[src/rtl/sub_result_pkg.sv]
// Shared types for the subtractor result stage.
// Holds the FSM state encoding and the statistics counter width.
// The per-entry packed struct {mag, neg, zero, res} depends on N, so each
// module that stores entries declares it locally from the same field order.
package sub_result_pkg;

  typedef enum logic [1:0] {
    EMPTY = 2'd0,
    ONE   = 2'd1,
    TWO   = 2'd2
  } stage_state_t;

  localparam int STATS_W = 16;

endpackage

[src/rtl/sub_result_fmt.sv]
// Purpose: canonicalise a sign-magnitude subtractor result into a two's-complement value plus flags.
// Latency: purely combinational, 0 cycles.
// Backpressure: none; it is driven every cycle and the caller decides when to capture.
// Ports: mag_raw/neg_raw (raw magnitude and sign) -> mag, neg, zero, res (N+1-bit signed).
module sub_result_fmt #(
  parameter int N = 4
) (
  input  logic [N-1:0] mag_raw,
  input  logic         neg_raw,
  output logic [N-1:0] mag,
  output logic         neg,
  output logic         zero,
  output logic [N:0]   res
);

  logic [N:0] mag_ext;

  assign mag_ext = {1'b0, mag_raw};
  assign mag     = mag_raw;
  assign zero    = (mag_raw == '0);
  // A zero magnitude is never reported negative, so -0 collapses to +0.
  assign neg     = neg_raw && !zero;
  // Magnitude is at most 2^N-1, so negating at N+1 bits cannot overflow.
  assign res     = neg ? (~mag_ext + 1'b1) : mag_ext;

endmodule

[src/rtl/sub_result_stage.sv]
// Purpose: registered output stage after the sign-magnitude subtractor; canonicalises and buffers results.
// Latency: 1 cycle from input transfer to outValid; 1 result/cycle sustained.
// Backpressure: 2-entry skid buffer (OUT + SKID); inReady is registered, no comb path from outReady.
// Ports: clk, rst_n (async active-low); inValid/inReady/magIn/negIn upstream;
//        outValid/outReady/resOut/magOut/negOut/zeroOut downstream.
// Optional: define SUB_RESULT_STATS_EN to add saturating txCount/negCount outputs.
module sub_result_stage
  import sub_result_pkg::*;
#(
  parameter int N = 4
) (
  input  logic               clk,
  input  logic               rst_n,
  input  logic               inValid,
  output logic               inReady,
  input  logic [N-1:0]       magIn,
  input  logic               negIn,
  output logic               outValid,
  input  logic               outReady,
  output logic [N:0]         resOut,
  output logic [N-1:0]       magOut,
  output logic               negOut,
  output logic               zeroOut
`ifdef SUB_RESULT_STATS_EN
  ,
  output logic [STATS_W-1:0] txCount,
  output logic [STATS_W-1:0] negCount
`endif
);

  typedef struct packed {
    logic [N-1:0] mag;
    logic         neg;
    logic         zero;
    logic [N:0]   res;
  } entry_t;

  stage_state_t state, state_nxt;
  entry_t       fmt_ent, out_q, skid_q;
  logic [N-1:0] fmt_mag;
  logic         fmt_neg, fmt_zero;
  logic [N:0]   fmt_res;
  logic         in_xfer, out_xfer;
  logic         load_out_in, load_out_skid, load_skid;

  sub_result_fmt #(.N(N)) u_fmt (
    .mag_raw (magIn),
    .neg_raw (negIn),
    .mag     (fmt_mag),
    .neg     (fmt_neg),
    .zero    (fmt_zero),
    .res     (fmt_res)
  );

  assign fmt_ent  = '{mag: fmt_mag, neg: fmt_neg, zero: fmt_zero, res: fmt_res};
  assign in_xfer  = inValid && inReady;
  assign out_xfer = outValid && outReady;

  always_comb begin
    state_nxt     = state;
    load_out_in   = 1'b0;
    load_out_skid = 1'b0;
    load_skid     = 1'b0;
    case (state)
      EMPTY: begin
        if (in_xfer) begin
          load_out_in = 1'b1;
          state_nxt   = ONE;
        end
      end
      ONE: begin
        if (in_xfer && out_xfer) begin
          load_out_in = 1'b1;
        end else if (out_xfer) begin
          state_nxt = EMPTY;
        end else if (in_xfer) begin
          load_skid = 1'b1;
          state_nxt = TWO;
        end
      end
      TWO: begin
        // inReady is low here, so only the drain side can move.
        if (out_xfer) begin
          load_out_skid = 1'b1;
          state_nxt     = ONE;
        end
      end
      default: state_nxt = EMPTY;
    endcase
  end

  // inReady/outValid are decoded from the next state so they are true registers.
  always_ff @(posedge clk or negedge rst_n) begin
    if (!rst_n) begin
      state    <= EMPTY;
      inReady  <= 1'b0;
      outValid <= 1'b0;
      out_q    <= '0;
      skid_q   <= '0;
    end else begin
      state    <= state_nxt;
      inReady  <= (state_nxt != TWO);
      outValid <= (state_nxt != EMPTY);
      if (load_out_in) begin
        out_q <= fmt_ent;
      end else if (load_out_skid) begin
        out_q <= skid_q;
      end
      if (load_skid) begin
        skid_q <= fmt_ent;
      end
    end
  end

  assign resOut  = out_q.res;
  assign magOut  = out_q.mag;
  assign negOut  = out_q.neg;
  assign zeroOut = out_q.zero;

`ifdef SUB_RESULT_STATS_EN
  always_ff @(posedge clk or negedge rst_n) begin
    if (!rst_n) begin
      txCount  <= '0;
      negCount <= '0;
    end else if (out_xfer) begin
      if (txCount != '1) begin
        txCount <= txCount + 1'b1;
      end
      if (out_q.neg && (negCount != '1)) begin
        negCount <= negCount + 1'b1;
      end
    end
  end
`endif

endmodule

[config.mk]
export PLATFORM = sky130hd
export DESIGN_NAME = sub_result_stage
export DESIGN_NICKNAME = d
export VERILOG_FILES = /design/src/rtl/sub_result_pkg.sv /design/src/rtl/sub_result_fmt.sv /design/src/rtl/sub_result_stage.sv
export SDC_FILE = /design/constraint.sdc
export NUM_CORES = 1
export LEC_CHECK = 0
export CORE_MARGIN = 4
export CORE_UTILIZATION = 48
export DETAILED_ROUTE_END_ITERATION = 7
export HOLD_SLACK_MARGIN = 0.02
export PLACE_DENSITY = 0.78
export SYNTH_ARGS = -nofsm -noshare
export SYNTH_HDL_FRONTEND = slang
export SYNTH_SLANG_ARGS = --single-unit
[constraint.sdc]
create_clock -name clk -period 4.1 [get_ports clk]
set_input_delay 0.82 -clock clk [delete_from_list [all_inputs] [get_ports clk]]
set_output_delay 0.82 -clock clk [all_outputs]
set_load 0.02 [all_outputs]
==> results.py <==
metrics = {
    "outcome": {
        "status": "finished, final reports clean",
    },
    "synthesis": {
        "synthMuxAreaShare_pct": 17.3,
        "synthXorXnorAreaFrac_pct": 0.721,
        "yosysSeqAreaShare_pct": 49.4,
        "syn_inst": 100,
        "ys_warn_count": 0,
        "async_reset_ff_share_pct": 100,
        "syn_area_um2": 1210,
        "synthAdderAreaFrac_pct": 1.03,
        "ys_types": 37,
        "synth_nets": 110,
        "synth_edf_count": 0,
        "synthFlopType": "dfrtp_1",
        "synth_top_family_by_area": "multiplexers",
        "ys_seq_elements": 24,
        "yosys.area_share.simple_pct": 16.3,
        "synth_compound_area_share_pct": 12.0,
        "syn_area_per_cell_um2": 12.1,
    },
    "power_and_ir_drop": {
        "comb_power_share_pct": 45.7,
        "ir_worst_vdd_mv": 0.424,
        "power_uw": 1100,
        "p_leak_uw": 0.000663,
        "p_per_area_nw_per_um2": 745,
        "power.internal_uw": 710,
        "p_seq_share_pct": 39.0,
        "power.share.clock_pct": 15.3,
        "p_sw_uw": 394,
        "swShare_pct": 35.7,
    },
    "clocking": {
        "numCtsBuffers": 3,
        "clock_path_buffers": 2,
        "hold_buffers": 0,
        "cts-root-buf": "clkbuf_4",
        "cts_setup_buffers": 0,
        "htree_levels": 1,
        "clk_pin_slew_worst_paths_ns": 0.14,
        "cts.sinks": 24,
        "cts.repair.resized": 0,
        "cts_tree": "built",
        "clock_latency_ns": 0.31,
    },
    "global_route": {
        "grt_pass1_vias": 858,
        "grt_pass1_wl_um": 4020,
        "antenna_found_initial": 0,
        "grt_max_degree": 25,
        "grt_usage_pct": 15.2,
        "overflow": 0,
    },
    "floorplanning": {
        "pin_count": 22,
        "row_count": 17,
        "start_util_pct": 52.4,
        "dieArea_um2": 3400,
        "die_x_um": 58.3,
        "core_um2": 2320,
        "die_y_um": 58.3,
    },
    "critical_path": {
        "worst-path-max-fanout": 6,
        "worstSetupPathType": "flop to output port",
        "ff2ff_setup_slack_ns": 2.41,
        "slowest_stage": "clkdlybuf4s50_1",
        "startpoint": "outValid",
        "cp_cell_sequence": "clkdlybuf4s50_1",
        "startpoint_type": "flop",
        "rr_endpoint": "skid_q[7]",
        "critPathBufInv": 1,
        "r2r_cells": 3,
        "cp.required_ns": 3.28,
        "crit_family": "buffers and inverters",
        "critPathMaxStageDelay_ns": 0.66,
        "timing.rr.start": "state[1]",
        "crit_arrival_ns": 1.49,
        "end_kind": "output port",
    },
    "timing": {
        "finalCriticalPeriod_ns": 2.31,
        "setup_slack_ns": 1.79,
        "worstMarginPinSlew_ns": 1.06,
        "final_max_slew_viol_count": 0,
        "fin_setup_tns_ns": 0,
        "period_share_pct": 56.4,
        "hold_viol": 0,
        "grt_setup_unrepaired": "no",
        "slew_headroom_pct": 29.0,
        "fmax_mhz": 432,
        "setup_violations": 0,
        "fin_skew_ns": 0.0124,
    },
    "placed_design": {
        "post-place-cells": 145,
        "dpl.hpwl_um": 1720,
        "portBuffers": 21,
        "pre_cts_slack_ns": 1.46,
        "gp_routability_congestion": 0.765,
    },
    "drt": {
        "drcViolationCount": 0,
        "wl_met1_um": 1140,
        "vias": 846,
        "first_pass_iters": 4,
        "drt_first_iter_violations": 18,
        "route.met2.wl_um": 1120,
        "routed_wl_um": 2390,
        "detail_route.wl_per_cell_um": 16.0,
        "top_layer_used": "met4",
        "via_per_inst": 5.68,
        "ant_nets": 0,
        "met3WireLength_um": 100,
    },
    "worst_hold_path": {
        "holdPathEnd": "skid_q[8]",
        "hold_class": "flop to flop",
        "hp-start": "skid_q[8]",
        "hold_depth": 1,
    },
    "job": {
        "drv_cap": 0,
    },
    "cells_and_area": {
        "fill_cells": 178,
        "drive_above_1_share_pct": 17.4,
        "layout.area.seq_um2": 601,
        "nNetsFinal": 132,
        "antenna_cells": 0,
        "multi_input_area_um2": 576,
        "area_growth_syn_to_layout_pct": 21.9,
        "fin_cells": 149,
    },
}
[routing by layer]
layer	vias up	global-route usage, %
li1	408	-
met1	408	21.9
met2	26	23.8
met3	4	2.19
met4	0	4.64
met5	-	0
[how the worst max path moves through the flow]
| stage | slack [ns] | cells after the start | endpoint |
|---|---|---|---|
| floorplan | 2.15 | 5 | skid_q[4] |
| global placement | 1.57 | 6 | skid_q[6] |
| detailed placement | 1.46 | 6 | skid_q[1] |
| CTS | 1.79 | 1 | outValid |
| global route | 1.68 | 6 | resOut[1] |
| finish | 1.79 | 1 | outValid |
[area by class of cell]
| class | instances | share of cell area [%] |
|---|---|---|
| multi-input cells | 70 | 38.9 |
| repair buffers | 21 | 14.2 |
| flip-flops and latches | 24 | 40.5 |
| clock buffers | 3 | 1.52 |
| clock inverters | 1 | 2.03 |
| inverters | 2 | 0.507 |
| well taps | 28 | 2.36 |
[synthesized netlist by cell type, drive strengths merged (2+ instances only)]
library cell | count | area [um^2]
dfrtp | 24 | 601
nor2b | 4 | 25.0
and2 | 6 | 40.0
nand3 | 2 | 10.0
a221o | 3 | 30.0
a21oi | 5 | 28.8
a31oi | 3 | 18.8
mux2i | 12 | 120
mux2 | 8 | 90.1
buf | 4 | 31.3
o21ai | 2 | 10.0
nand2 | 6 | 25.0
inv | 2 | 7.51
[placed cells by master (no fill, tap or decap), types with 2 or more instances in the layout]
| master | instances |
|---|---|
| mux2i_1 | 12 |
| clkdlybuf4s50_1 | 21 |
| nand2_1 | 5 |
| and2_1 | 5 |
| a21oi_1 | 4 |
| mux2_2 | 8 |
| o21ai_0 | 2 |
| inv_1 | 2 |
| nor2b_1 | 4 |
| a221o_1 | 3 |
| dfrtp_1 | 24 |
| clkbuf_4 | 3 |
| nand3_1 | 2 |
| a31oi_1 | 3 |
[flip-flops by register name, summed over array words and instances (netlist names)]
register / cells
negOut: 1
zeroOut: 1
inReady: 1
state: 2
magOut: 4
resOut: 4
skid_q: 10
outValid: 1
[power groups by stage]
stage                     Clock (uW)  Combinational [uW]  Sequential, uW
after global placement             0                 499             427
after floorplan                    0                 271             488
after CTS                        172                 511             429
after detailed placement           0                 508             435
after global routing             182                 548             450
final                            169                 504             430
[cells by family after synthesis]
kind of cell / count (synthesis)
AND/OR/NAND/NOR: 29
adder cells (fa/ha/maj): 1
AO/OA/AOI/OAI: 19
multiplexers: 20
flip-flops: 24
XOR/XNOR: 1
buffers and inverters: 6
[worst reg2reg max path, delay by kind of cell, from the launching register on]
kind | cells | cell delay, ns
flops | 1 | 0.49
mux | 1 | 0.32
simple gates | 2 | 0.76
[through the flow]
| step | hold WS [ns] | util, % | instance area, um^2 |
|---|---|---|---|
| 2_1_floorplan | 0.471 | - | 1210 |
| 3_3_place_gp | 0.480 | 61.6 | 1430 |
| 5_1_grt | 0.551 | 63.9 | 1480 |
| 6_report | 0.511 | 63.9 | 1480 |
| 4_1_cts | 0.514 | 63.9 | 1480 |
| 3_5_place_dp | 0.485 | 61.6 | 1430 |
Note: power is estimated with default switching activity, not from simulation.
